### src/rtl/ysyx_23060136_pipe_ctrl.sv
// ---------------------------------------------------------------------------
// ysyx_23060136_pipe_ctrl
//
// Purpose: central stall/flush scheduler for the six-stage pipeline
// (IF, ID, EX1, EX2, MEM, WB). It produces the hold (stall*) and bubble
// (flush*) controls of every segment register, arbitrates the hazard
// sources, tracks halt / MEM-timeout conditions in a small FSM and keeps
// saturating performance counters.
//
// Ports:
//   clk, rst                 clock, asynchronous active-low reset
//   IFU_inst_valid           IF holds a valid instruction
//   ID_rs1/ID_rs2            ID source register indices
//   ID_use_rs1/ID_use_rs2    ID really reads that source
//   EX1_rd/EX2_rd            destination index in EX1 / EX2
//   EX1/EX2_mem_to_reg       instruction in that stage is a load
//   EX2_branch_taken         EX2 resolved a taken jump/branch
//   MEM_req_valid            MEM has an outstanding bus request
//   MEM_resp_valid           bus response returns this cycle
//   WB_system_halt           halt instruction retiring in WB
//   stallIF..stallMEM        hold PC / segment register feeding that stage
//   flushID..flushWB         load a bubble into register feeding that stage
//   redirect_fire            PC redirect accepted this cycle
//   halted, mem_timeout      sticky status flags
//   stall_cycles             saturating count of cycles with stallIF=1
//   redirect_count           saturating count of accepted redirects
// ---------------------------------------------------------------------------
module ysyx_23060136_pipe_ctrl #(
  parameter int GPR_W       = 5,
  parameter int MEM_TIMEOUT = 1024,
  parameter int CNT_W       = 32
) (
  input  logic             clk,
  input  logic             rst,
  input  logic             IFU_inst_valid,
  input  logic [GPR_W-1:0] ID_rs1,
  input  logic [GPR_W-1:0] ID_rs2,
  input  logic             ID_use_rs1,
  input  logic             ID_use_rs2,
  input  logic [GPR_W-1:0] EX1_rd,
  input  logic [GPR_W-1:0] EX2_rd,
  input  logic             EX1_mem_to_reg,
  input  logic             EX2_mem_to_reg,
  input  logic             EX2_branch_taken,
  input  logic             MEM_req_valid,
  input  logic             MEM_resp_valid,
  input  logic             WB_system_halt,
  output logic             stallIF,
  output logic             stallID,
  output logic             stallEX1,
  output logic             stallEX2,
  output logic             stallMEM,
  output logic             flushID,
  output logic             flushEX1,
  output logic             flushEX2,
  output logic             flushWB,
  output logic             redirect_fire,
  output logic             halted,
  output logic             mem_timeout,
  output logic [CNT_W-1:0] stall_cycles,
  output logic [CNT_W-1:0] redirect_count
);

  typedef enum logic [1:0] {S_RUN, S_MEM_WAIT, S_HALT, S_ERR} state_e;

  // +1 keeps the counter at least one bit wide for tiny timeouts
  localparam int               WAIT_W    = $clog2(MEM_TIMEOUT + 1);
  localparam logic [WAIT_W-1:0] WAIT_LAST = WAIT_W'(MEM_TIMEOUT - 1);

  state_e              state_q, state_d;
  logic [WAIT_W-1:0]   wait_q, wait_d;
  logic                halted_q, halted_d;
  logic                timeout_q, timeout_d;
  logic [CNT_W-1:0]    stall_cnt_q, stall_cnt_d;
  logic [CNT_W-1:0]    redir_cnt_q, redir_cnt_d;

  logic                mem_busy;
  logic                frozen;
  logic                load_use;

  assign mem_busy = MEM_req_valid & ~MEM_resp_valid;
  assign frozen   = (state_q == S_HALT) || (state_q == S_ERR);

  // Load-use detection, one lane per ID source operand
  logic [1:0][GPR_W-1:0] src_idx;
  logic [1:0]            src_use;
  logic [1:0]            src_hz;

  assign src_idx[0] = ID_rs1;
  assign src_idx[1] = ID_rs2;
  assign src_use[0] = ID_use_rs1;
  assign src_use[1] = ID_use_rs2;

  for (genvar gi = 0; gi < 2; gi++) begin : g_src
    // x0 is hard-wired zero, so it never creates a dependency
    assign src_hz[gi] = src_use[gi] && (src_idx[gi] != '0) &&
                        ((EX1_mem_to_reg && (EX1_rd == src_idx[gi])) ||
                         (EX2_mem_to_reg && (EX2_rd == src_idx[gi])));
  end

  assign load_use = |src_hz;

  // Next-state logic
  always_comb begin
    state_d = state_q;
    unique case (state_q)
      S_RUN: begin
        if (WB_system_halt)  state_d = S_HALT;
        else if (mem_busy)   state_d = S_MEM_WAIT;
      end
      S_MEM_WAIT: begin
        if (WB_system_halt)                         state_d = S_HALT;
        else if (!mem_busy)                         state_d = S_RUN;
        else if (wait_q == WAIT_LAST)               state_d = S_ERR;
      end
      S_HALT:  state_d = S_HALT;
      S_ERR:   state_d = S_ERR;
      default: state_d = S_RUN;
    endcase
  end

  // Pipeline controls, zero latency; a stall always wins over the flush of
  // the same register because each priority level drives only one of them.
  always_comb begin
    stallIF       = 1'b0;
    stallID       = 1'b0;
    stallEX1      = 1'b0;
    stallEX2      = 1'b0;
    stallMEM      = 1'b0;
    flushID       = 1'b0;
    flushEX1      = 1'b0;
    flushEX2      = 1'b0;
    flushWB       = 1'b0;
    redirect_fire = 1'b0;
    if (!rst) begin
      flushID  = 1'b1;
      flushEX1 = 1'b1;
      flushEX2 = 1'b1;
      flushWB  = 1'b1;
    end else if (frozen || mem_busy) begin
      // Freeze the whole front of the pipe; WB gets bubbles so nothing
      // retires twice while MEM holds its instruction.
      stallIF  = 1'b1;
      stallID  = 1'b1;
      stallEX1 = 1'b1;
      stallEX2 = 1'b1;
      stallMEM = 1'b1;
      flushWB  = 1'b1;
    end else if (EX2_branch_taken) begin
      flushID       = 1'b1;
      flushEX1      = 1'b1;
      flushEX2      = 1'b1;
      redirect_fire = 1'b1;
    end else if (load_use) begin
      stallIF  = 1'b1;
      stallID  = 1'b1;
      flushEX1 = 1'b1;
    end else if (!IFU_inst_valid) begin
      flushID = 1'b1;
    end
  end

  always_comb begin
    wait_d      = '0;
    if ((state_q == S_MEM_WAIT) && (state_d == S_MEM_WAIT))
      wait_d = wait_q + WAIT_W'(1);
    halted_d    = halted_q  | (state_d == S_HALT);
    timeout_d   = timeout_q | (state_d == S_ERR);
    stall_cnt_d = stall_cnt_q;
    if (stallIF && !frozen && !(&stall_cnt_q))
      stall_cnt_d = stall_cnt_q + CNT_W'(1);
    redir_cnt_d = redir_cnt_q;
    if (redirect_fire && !(&redir_cnt_q))
      redir_cnt_d = redir_cnt_q + CNT_W'(1);
  end

  always_ff @(posedge clk or negedge rst) begin
    if (!rst) begin
      state_q     <= S_RUN;
      wait_q      <= '0;
      halted_q    <= 1'b0;
      timeout_q   <= 1'b0;
      stall_cnt_q <= '0;
      redir_cnt_q <= '0;
    end else begin
      state_q     <= state_d;
      wait_q      <= wait_d;
      halted_q    <= halted_d;
      timeout_q   <= timeout_d;
      stall_cnt_q <= stall_cnt_d;
      redir_cnt_q <= redir_cnt_d;
    end
  end

  assign halted         = halted_q;
  assign mem_timeout    = timeout_q;
  assign stall_cycles   = stall_cnt_q;
  assign redirect_count = redir_cnt_q;

endmodule

### config.mk
export PLATFORM = sky130hd
export DESIGN_NAME = ysyx_23060136_pipe_ctrl
export DESIGN_NICKNAME = d
export VERILOG_FILES = /design/src/rtl/ysyx_23060136_pipe_ctrl.sv
export SDC_FILE = /design/constraint.sdc
export NUM_CORES = 1
export LEC_CHECK = 0
export CORE_MARGIN = 4
export CORE_UTILIZATION = 32
export CTS_CLUSTER_SIZE = 28
export DETAILED_ROUTE_END_ITERATION = 10
export HOLD_SLACK_MARGIN = 0.08
export PLACE_DENSITY = 0.58
export SYNTH_ARGS = -nofsm -noshare
export SYNTH_HDL_FRONTEND = slang
export SYNTH_SLANG_ARGS = --single-unit
### constraint.sdc
create_clock -name clk -period 3.9 [get_ports clk]
set_input_delay 1.17 -clock clk [delete_from_list [all_inputs] [get_ports clk]]
set_output_delay 1.17 -clock clk [all_outputs]
set_load 0.05 [all_outputs]
### Word-level counts from Yosys, hierarchy flattened

Cells that the tools add are included.

* output and inout port bits: 76
* register bits after elaboration: 79
* bits of input ports: 31
* word-level logic and storage cells: 75

* bitwise gates (word level): 4
* add/sub/neg operators: 3
* muxes and demuxes: 26
* eq/ne operators: 11
* reduce and logical (&&, ||, !) cells: 25

Operators by type and width (count)
* adder 32 x 1 -> 32 bit (second input constant): 2
* AND reduction 32 bit: 2
* == test 5 bit: 4
* 2-to-1 mux 1 bit: 19
* logical AND 1 bit: 12
* adder 11 x 1 -> 11 bit (second input constant): 1
* == test 11 x 10 -> 1 bit (second input constant): 1
* 2-to-1 mux 11 bit: 1
* 2-to-1 mux 2 bit: 5
* nonzero test 5 bit: 2
* == test 2 bit (second input constant): 4
* one-hot mux 2 bit (4 select lines): 1
* == test 2 x 1 -> 1 bit (second input constant): 2
* logical OR 1 bit: 4
* logical NOT 1 bit: 3
* logical NOT 2 bit: 1
* bitwise OR 1 bit: 2
* OR reduction 2 bit: 1
* bitwise AND 1 bit: 1
* NOT 1 bit: 1

### Depth between registers and ports, before layout

Gate-level depths: netlist of the first run.

* depth after elaboration: 11
* gate-level depth with buffers: 8
* gate-level depth less buffers: 8

### Worst setup path before layout of the first run

No wires, ideal clock.

* path kind: input to output
* from: in ID_rs2[1]
* to: out flushID
* arrival: 3.217 ns
* stages on the path: 5
* setup slack: -0.487 ns
* path through: or4_1 o21a_1 a22oi_1 nand2_1 o21ai_0

* cells in the longest elaborated chain, start to end: 9
* elaborated cells on any way between the ends: 13
* those cells by class: eq/ne: 2; mux: 4; reduce/logical: 7

Ends and longest elaborated chain
* from (decl): line 37 `input logic [GPR_W-1:0] ID_rs2,`
* == test 5 bit (on tied branches): line 97, 98
* logical AND 1 bit (on tied branches): line 97, 98
* logical OR 1 bit: line 97 `((EX1_mem_to_reg && (EX1_rd == src_idx[gi])) ||`
* logical AND 1 bit (*): line 96 `assign src_hz[gi] = src_use[gi] && (src_idx[gi] != '0) &&`
* OR reduction 2 bit (*): line 101 `assign load_use = |src_hz;`
* 2-to-1 mux 1 bit (*): line 154 `end else if (load_use) begin`
* 2-to-1 mux 1 bit (*): line 149 `end else if (EX2_branch_taken) begin`
* 2-to-1 mux 1 bit (*): line 140 `end else if (frozen || mem_busy) begin`
* 2-to-1 mux 1 bit (*): line 135 `if (!rst) begin`
* to (decl): line 53 `output logic flushID,`

Mark *: on every way between the ends. The rest lies on a longest branch, timed or not.

### Final worst setup path of the first run

* from: in ID_rs2[4]
* to: out stallID

* cells in the longest elaborated chain, start to end: 9
* elaborated cells on any way between the ends: 13
* those cells by class: eq/ne: 2; mux: 4; reduce/logical: 7

Ends and longest elaborated chain
* == test 5 bit (on tied branches): line 97, 98
* logical AND 1 bit (on tied branches): line 97, 98
* logical OR 1 bit: line 97
* logical AND 1 bit (*): line 96
* OR reduction 2 bit (*): line 101
* 2-to-1 mux 1 bit (*): line 154
* 2-to-1 mux 1 bit (*): line 149
* 2-to-1 mux 1 bit (*): line 140
* 2-to-1 mux 1 bit (*): line 135
* to (decl): line 49 `output logic stallID,`

Marks and branches as above.

==> impl_metrics.yaml, run 1 <==
timing:
  min_period_ps: 3850
  drv_slew: 0
  setup_viol_count_final: 0
  holdWs_ps: 469
  fin_ws_ps: 51.6
  finalHoldViolations: 0
  tightest_slew_ps: 768
  finalSetupTns_ps: 0
  slew_headroom_pct: 48.8
  min_period_over_period_pct: 98.7
  max_freq_ghz: 0.260
  finalClockSkew_ps: 7.31
critical_path:
  startpoint_type: "primary input"
  path_cells: "dlygate4sd2_1 > or4_4 > o21a_4 > a221oi_4 > nor2_4 > buf_8"
  cp.arrival_ps: 2680
  cp_max_fo: 2
  timing.rr.start: "stall_cycles[0]$_DFFE_PN0P_"
  path_class: "in -> out"
  r2r-end: "stall_cycles[1]$_DFFE_PN0P_"
  crit_required_ps: 2730
  cp_slowest_stage_delay_ps: 420
  crit_end: "stallID"
  crit_start: "ID_rs2[4]"
  end_kind: "output port"
  crit_slowest_cell: "or4_4"
  r2r_slack_ps: 1440
  ff2ff_path_depth: 7
power_and_ir_drop:
  irDropWorstVdd_v: 0.000166
  p_leak_nw: 2.68
  power_density_nw_per_um2: 306
cts:
  clockRootBuffer: "clkbuf_16"
  cts_made_buffers: 9
  clkTransAtPathRegs_ps: 60
  ctsHoldBuffers: 0
  cts_sinks: 79
  clock_latency_ps: 340
  htree_num_levels: 3
  cts_tree: "done"
  cts_max_path_buffers: 2
route:
  first_iter_violations: 152
  drtAntennaViolNets: 0
  wl_per_cell_um: 14.8
  drcViolationCount: 0
  vias_per_cell: 4.77
  vias: 3397
  drtPass1Iterations: 4
  wl_mm: 10.5
floorplan:
  die_area_um2: 14700
  start_util_pct: 32.6
  placementRows: 41
  fp.dieH_um: 121
  coreArea_um2: 12600
  io-pin-count: 107
  chipWidth_um: 121
finish:
  regArea_um2: 1980
  multi_input_area_um2: 2100
  drive_above_1_share_pct: 13.1
  finish.instance_area_um2: 5860
  num-nets-final: 569
  area.growth.synth_to_final_pct: 42.6
  fillers: 1219
  diodes: 0
placed_design:
  placed_cell_area_um2: 5500
  place_ws_ps: -350
  gp_congestion: 0.798
  port_buffers: 106
  place_hpwl_mm: 7.76
yosys:
  syn_area_um2: 4110
  syn-num-nets: 441
  synth_cell_types: 44
  avgSynthCellArea_um2: 10.1
  synthesis.instances: 407
  ys_seq_area_share_pct: 48.1
  ys_warn_count: 0
  synth-edff-count: 0
  ys_ff_latch: 79
  synthFlopType: "dfrtp_1"
  async_flop_share_pct: 100
global_route:
  grt_pass1_wl_mm: 17.7
  grt.overflow.total: 0
  grt_start_max_net_pins: 63
  grt_pass1_vias: 3503
  antenna_found_initial: 0
  grt_usage_pct: 15.1
status:
  outcome: "complete, no violations"
run:
  max_cap_viol_count: 0
worst_hold_path:
  hp-class: "reg -> reg"
[metrics by stage]
| step | total power, mW | utilization (%) | instances |
|---|---|---|---|
| 2_1_floorplan | 0.913 | - | 407 |
| 6_report | 1.79 | 46.5 | 712 |
| 3_5_place_dp | 1.01 | 43.5 | 694 |
| 5_1_grt | 1.88 | 46.5 | 712 |
| 4_1_cts | 1.82 | 45.9 | 710 |
| 3_3_place_gp | 1.00 | 43.5 | 694 |
[timing repair]
item | 4_1_cts | 5_1_grt
pin swaps | 8 | 12
gates resized for setup | 26 | 17
setup buffers | 0 | 2
setup endpoints to repair | 4 | 5
hold endpoints to repair | 0 | 0
[synth_stat cells (3+ instances only)]
master,n,share of area [%]
dfrtp_1,79,48
xor2_1,49,10
xnor2_1,41,8.7
nor2_1,40,3.7
nand2_1,39,3.6
nand3_1,23,2.8
nor3_1,23,2.8
nand4_1,14,2.1
inv_1,10,0.91
and2_1,9,1.4
and3_1,9,1.4
and4_1,7,1.5
nor4_1,7,1.1
nand4b_1,5,1.1
buf_4,4,0.73
or4_1,4,0.73
clkbuf_1,3,0.27
ha_1,3,0.91
nor4b_1,3,0.64
o21ai_0,3,0.37
[registers in the layout (all words and copies together) (netlist names)]
name	count
halted	1
redirect_count	32
mem_timeout	1
stall_cycles	32
state_q	2
wait_q	11
[area by class of cell]
cell class	count	share of cell area, %
clock buffers	9	3.84
flip-flops and latches	79	33.7
clock inverters	7	0.961
well taps	172	3.67
multi-input cells	308	35.9
inverters	11	0.704
repair buffers	126	21.2
[cells by family after synthesis]
kind of cell / after synthesis / synth area share, %
xor+xnor: 90 / 19.2
mux: 2 / 0.548
buf+inv: 20 / 2.25
fa+ha+maj: 3 / 0.913
simple gates: 194 / 25.0
compound gates: 19 / 3.99
flops: 79 / 48.1
[worst min-delay path by stage]
stage,endpoint,startpoint,cells past startpoint
CTS,mem_timeout$_DFF_PN0_,mem_timeout$_DFF_PN0_,1
finish,mem_timeout$_DFF_PN0_,mem_timeout$_DFF_PN0_,1
global placement,mem_timeout$_DFF_PN0_,mem_timeout$_DFF_PN0_,1
detailed placement,mem_timeout$_DFF_PN0_,mem_timeout$_DFF_PN0_,1
global route,mem_timeout$_DFF_PN0_,mem_timeout$_DFF_PN0_,1
floorplan,wait_q[0]$_DFF_PN0_,wait_q[0]$_DFF_PN0_,1
[critical path, delay by kind of cell]
family,cells,cell delay [ps]
AND/OR/NAND/NOR,2,510
buffers and inverters,2,410
AO/OA/AOI/OAI,2,580
[layout by cell type (no fill, tap or decap), types with 2 or more instances in the layout]
master,count
clkdlybuf4s15_1,3
nor4_2,2
buf_4,25
and2_1,9
and4_1,7
dlymetal6s2s_1,9
nand3_1,23
buf_8,2
dlygate4sd2_1,3
nor3_1,23
nor4_1,7
mux2_1,2
o22ai_2,2
a21o_1,2
nor4b_1,3
inv_1,10
clkdlybuf4s50_1,77
nand4b_1,5
clkinvlp_4,3
nor3b_1,2
buf_12,3
or4_1,3
xor2_1,49
ha_1,3
clkbuf_16,9
nor2_1,39
buf_2,2
xnor2_1,40
nand4_1,14
nand2_1,39
dfrtp_1,79
and3_1,9
[routing by layer]
metal	wire [um]	share of wire (%)	up-vias	track usage [%]
met3	695	6.6	12	4.90
met2	4980	47	81	23.9
met4	151	1.4	0	5.39
met1	4680	45	1650	19.3
met5	0	0	-	0
li1	-	-	1654	-
[power by group]
group	internal, mW	total (mW)	switching (mW)
Sequential	0.824	0.831	0.00662
Combinational	0.0727	0.161	0.0886
Clock	0.438	0.801	0.363
No activity file was read; power rests on OpenSTA's default activity.
==> inputs of run 2 (changes only) <==
CORE_UTILIZATION = 31   (was 32)
PLACE_DENSITY = 0.57   (was 0.58)
SKIP_LAST_GASP = 1   (was not set)
==> run 2 against run 1 <==
Sequential power about the same. Wire length up 0.65%. Largest cell class unchanged. Largest power group is now the clock network. Non-clock buffer count up 1. Count of clock-buffer cells in the layout up 2. Combinational power about the same. Final cell count up 0.14%. Clock skew up 0.73 ps. First-iteration DRC count up 74%. Design area down 0.21%.
==> impl_metrics.yaml, run 2 (same netlist as run 1, synthesis figures left out) <==
cts:
  clock_latency_ps: 340
  cts_sinks: 79
  ctsHoldBuffers: 0
  cts_max_path_buffers: 2
  cts_tree: "done"
  cts_made_buffers: 9
  htree_num_levels: 3
  cts_setup_buffers: 0
  clkTransAtPathRegs_ps: 60
  clockRootBuffer: "clkbuf_16"
timing:
  setup_viol_count_final: 0
  holdWs_ps: 464
  finalHoldViolations: 0
  fin_ws_ps: 69.9
  finalClockSkew_ps: 8.04
  slew_headroom_pct: 62.3
  tightest_slew_ps: 560
  drv_slew: 0
  min_period_ps: 3830
  max_freq_ghz: 0.261
  min_period_over_period_pct: 98.2
  rsz0062_at_grt: "false"
run:
  max_cap_viol_count: 0
power_and_ir_drop:
  power_density_nw_per_um2: 312
  combPwrFrac_pct: 8.8
  irDropWorstVdd_v: 0.000209
  power_mw: 1.83
  p_sw_share_pct: 23.7
  power_switching_mw: 0.433
  p_seq_share_pct: 45.5
  p_clk_share_pct: 45.7
  p_leak_nw: 2.68
  p_int_mw: 1.39
finish:
  layout_commonest_cell: "dfrtp_1"
  mostFrequentLayoutCells: "dfrtp_1, clkdlybuf4s50_1, xor2_1"
  drive_above_1_share_pct: 13.9
  fillers: 1239
  num-nets-final: 570
  diodes: 0
  finish.instance_area_um2: 5850
  utilization_pct: 45.6
  area.growth.synth_to_final_pct: 42.3
worst_hold_path:
  hp-class: "reg -> reg"
floorplan:
  fp.dieH_um: 123
  start_util_pct: 32.1
  io-pin-count: 107
  chipWidth_um: 123
  coreArea_um2: 12800
  placementRows: 41
  die_area_um2: 15200
placed_design:
  placed_cell_area_um2: 5520
  place_ws_ps: -345
  place_hpwl_mm: 7.90
  gp_congestion: 0.798
  port_buffers: 106
global_route:
  grt_pass1_vias: 3496
  use_met3_pct: 4.85
  use_met1_pct: 18.4
  met2_usage_pct: 24.4
  grt_usage_pct: 14.7
  antenna_found_initial: 0
  grt.overflow.total: 0
  grt_start_max_net_pins: 43
  busiest_layer: "met2"
  grt_pass1_wl_mm: 17.5
critical_path:
  startpoint_type: "primary input"
  path_class: "in -> out"
  cp.arrival_ps: 2660
  crit_slowest_cell: "or4_4"
  end_kind: "output port"
  path_cells: "buf_2 > or4_4 > o21a_4 > a22oi_2 > nand2_1 > o21ai_2 > buf_12"
  cp_slowest_stage_delay_ps: 530
  cp_max_fo: 2
  crit_required_ps: 2730
route:
  first_iter_violations: 265
  wl_per_cell_um: 14.8
  vias_per_cell: 4.73
  vias: 3371
  drtPass1Iterations: 4
  drtAntennaViolNets: 0
  drcViolationCount: 0
  wl_mm: 10.6
status:
  outcome: "complete, no violations"
## run 2: cell types whose count changed in the layout (fill, tap and decap cells not counted), sizes merged, moves of 2 or more
cell	change
clkbuf	+6
clkinvlp	-3
clkdlybuf4s15	-3
dlygate4sd2	+4
dlymetal6s2s	-3
clkdlybuf4s50	-2
## run 2: layout make-up
cell class	count	area, um2	area share [%]
Tap cell	172	215	3.68
Clock buffer	11	233	3.98
Timing Repair Buffer	127	1220	20.8
Inverter	11	41.3	0.706
Sequential cell	79	1980	33.8
Clock inverter	5	57.6	0.984
Multi-Input combinational cell	308	2110	36.0
## run 2: metrics by stage
stage	TNS, ps	instances
after floorplan	-184	407
after global placement	-1020	697
after detailed placement	-1090	697
after CTS	0	713
after global routing	0	713
final	0	713
## run 2: power groups by stage
stage | Combinational [mW] | Sequential [mW] | Clock, mW
6_report | 0.161 | 0.831 | 0.834
3_3_place_gp | 0.161 | 0.846 | 0
3_5_place_dp | 0.162 | 0.846 | 0
2_1_floorplan | 0.0527 | 0.860 | 0
4_1_cts | 0.162 | 0.831 | 0.860
5_1_grt | 0.173 | 0.832 | 0.895
## run 2: critical path: cells and delay by family
kind | cells | cell delay [ps]
buffers and inverters | 2 | 270
AND/OR/NAND/NOR | 2 | 620
AO/OA/AOI/OAI | 3 | 610
## run 2: per-layer routing
layer	routed length, um	share of wire, %
met5	0	0
met1	4710	45
met4	105	0.99
met2	5040	48
met3	720	6.8
## run 2: path summary, 6_finish.rpt
| check | startpoint | slack, ps | end | cells after the start |
|---|---|---|---|---|
| max in group asynchronous | rst | 2560 | mem_timeout$_DFF_PN0_ | 2 |
| max reg2reg | stall_cycles[0]$_DFFE_PN0P_ | 1450 | stall_cycles[1]$_DFFE_PN0P_ | 7 |
| max | ID_rs2[4] | 70 | flushID | 7 |
| min in group asynchronous | rst | 940 | redirect_count[30]$_DFFE_PN0P_ | 2 |
| min | mem_timeout$_DFF_PN0_ | 460 | mem_timeout$_DFF_PN0_ | 1 |
| min reg2reg | mem_timeout$_DFF_PN0_ | 460 | mem_timeout$_DFF_PN0_ | 1 |
## run 2: timing repair
| action | CTS | global route |
|---|---|---|
| pin swaps | 9 | 13 |
| setup endpoints to repair | 4 | 4 |
| resized for setup | 32 | 19 |
==> inputs of run 3 (changes only) <==
CORE_UTILIZATION = 49   (was 31)
PLACE_DENSITY = 0.82   (was 0.57)
RECOVER_POWER = 25   (was not set)
==> run 3 against run 2 <==
Final cell count down 9.3%. Wire length down 3.1%. Highest routed layer unchanged. Critical path depth up 2. Die area down 35%. Clock skew up 2.2 ps. The run now ends with max-capacitance violations, max-slew violations left.
==> impl_metrics.yaml, run 3 (same netlist as run 1, synthesis figures left out) <==
timing:
  finalHoldViolations: 0
  tightest_slew_ps: 1720
  max_freq_ghz: 0.261
  holdWs_ps: 463
  drv_slew: 71
  fin_ws_ps: 70.4
  setup_viol_count_final: 0
  min_period_ps: 3830
  slew_headroom_pct: -14.5
  finalSetupTns_ps: 0
  min_period_over_period_pct: 98.2
  finalClockSkew_ps: 10.3
floorplan:
  chipWidth_um: 99.6
  fp.dieH_um: 99.6
  start_util_pct: 50.3
  io-pin-count: 107
  coreArea_um2: 8180
  die_area_um2: 9920
  placementRows: 33
finish:
  layout_commonest_cell: "dfrtp_1"
  num-nets-final: 571
  drive_above_1_share_pct: 14.0
  fillers: 609
  finalNonFillerCells: 647
  mostFrequentLayoutCells: "dfrtp_1, clkdlybuf4s50_1, xor2_1"
  finish.instance_area_um2: 5720
  diodes: 0
  area.growth.synth_to_final_pct: 39.2
critical_path:
  cp.arrival_ps: 2660
  cp_common_cell: "buf_4"
  path_cells: "dlygate4sd2_1 > buf_4 > xnor2_1 > nand4_1 > o22ai_2 > buf_4 > a221oi_4 > nor2_4 > buf_6"
  end_kind: "output port"
  startpoint_type: "primary input"
  cp_slowest_stage_delay_ps: 320
  path_delay_family: "buffers and inverters"
  ff2ff_path_depth: 7
  timing.rr.start: "stall_cycles[0]$_DFFE_PN0P_"
  path_class: "in -> out"
  worst-path-buf-inv: 4
  cp_max_fo: 3
  crit_required_ps: 2730
  crit_slowest_cell: "a221oi_4"
  r2r-end: "stall_cycles[1]$_DFFE_PN0P_"
  r2r_slack_ps: 1450
placed_design:
  port_buffers: 106
  place_ws_ps: -367
  gp_congestion: 0.811
  placed_cell_area_um2: 5400
  place_hpwl_mm: 7.61
  placedCellCount: 627
cts:
  clkTransAtPathRegs_ps: 90
  cts_made_buffers: 9
  ctsHoldBuffers: 0
  clockRootBuffer: "clkbuf_8"
  cts_max_path_buffers: 2
  cts_tree: "done"
  cts_sinks: 79
  htree_num_levels: 3
  clock_latency_ps: 350
route:
  drcViolationCount: 0
  wl_mm: 10.2
  vias_per_cell: 5.39
  drtPass1Iterations: 7
  vias: 3487
  first_iter_violations: 125
  wl_per_cell_um: 15.8
  drtAntennaViolNets: 0
worst_hold_path:
  holdPathEnd: "mem_timeout$_DFF_PN0_"
  hold_path_depth: 1
  hp-start: "mem_timeout$_DFF_PN0_"
  hp-class: "reg -> reg"
power_and_ir_drop:
  p_clk_share_pct: 41.4
  p_sw_share_pct: 25.3
  p_int_mw: 1.27
  p_leak_nw: 2.67
  irDropWorstVdd_v: 0.000233
  power_switching_mw: 0.429
  p_seq_share_pct: 49.0
  power_density_nw_per_um2: 296
  combPwrFrac_pct: 9.6
global_route:
  grt_pass1_vias: 3531
  antenna_found_initial: 0
  grt_usage_pct: 21.2
  grt_start_max_net_pins: 71
  grt_pass1_wl_mm: 16.9
  grt.overflow.total: 0
status:
  violations: "max-capacitance violations, max-slew violations"
  outcome: "finished, violations left"
run:
  max_cap_viol_count: 1
-- run 3: cell count changes in the layout (fill, tap and decap cells not counted), sizes merged --
| cell | before | now |
|---|---|---|
| clkbuf | 16 | 11 |
| inv | 12 | 15 |
| buf | 34 | 36 |
| clkdlybuf4s15 | 0 | 2 |
| clkinv | 3 | 1 |
| dlygate4sd2 | 7 | 5 |
| dlymetal6s2s | 6 | 8 |
| bufinv | 1 | 2 |
| clkdlybuf4s50 | 75 | 74 |
| dlygate4sd3 | 0 | 1 |
-- run 3: layer usage --
metal  track usage, %  routed length (um)  vias up
li1                 -                   -     1666
met1             26.3                4360     1699
met2             36.3                5160      107
met3             5.33                 560       15
met4             7.14                 163        0
met5                0                   0        -
-- run 3: cell type report --
cell class / count / area (um2) / area share [%]
clock buffers: 9 / 124 / 2.16
multi-input cells: 308 / 2110 / 36.8
well taps: 105 / 131 / 2.30
repair buffers: 128 / 1240 / 21.7
clock inverters: 7 / 103 / 1.79
flip-flops and latches: 79 / 1980 / 34.5
inverters: 11 / 41.3 / 0.721
-- run 3: how the worst max path moves through the flow --
stage	start	to	slack (ps)	cells after the start
after detailed placement	ID_rs2[1]	flushID	-370	7
after global routing	ID_rs1[0]	stallID	-9	8
after floorplan	ID_rs2[1]	flushID	-130	5
final	ID_rs1[4]	stallID	70	9
after CTS	EX1_rd[4]	stallID	4	8
after global placement	ID_rs2[1]	flushID	-290	7
-- run 3: per-stage QoR --
step / util [%] / power, mW
finish: 70.0 / 1.70
global route: 70.0 / 1.76
CTS: 69.4 / 1.71
detailed placement: 66.1 / 1.01
global placement: 66.1 / 1.00
floorplan: - / 0.913
-- run 3: power by group through the flow --
| stage | Clock, mW | Sequential, mW | Combinational [mW] |
|---|---|---|---|
| 6_report | 0.703 | 0.830 | 0.163 |
| 3_3_place_gp | 0 | 0.846 | 0.156 |
| 5_1_grt | 0.751 | 0.831 | 0.175 |
| 4_1_cts | 0.717 | 0.830 | 0.162 |
| 2_1_floorplan | 0 | 0.860 | 0.0527 |
| 3_5_place_dp | 0 | 0.846 | 0.159 |
-- run 3: what timing repair did --
item | 4_1_cts | 5_1_grt
setup endpoints to repair | 4 | 4
buffers inserted | 2 | 2
pin swaps | 10 | 12
resized for setup | 40 | 14
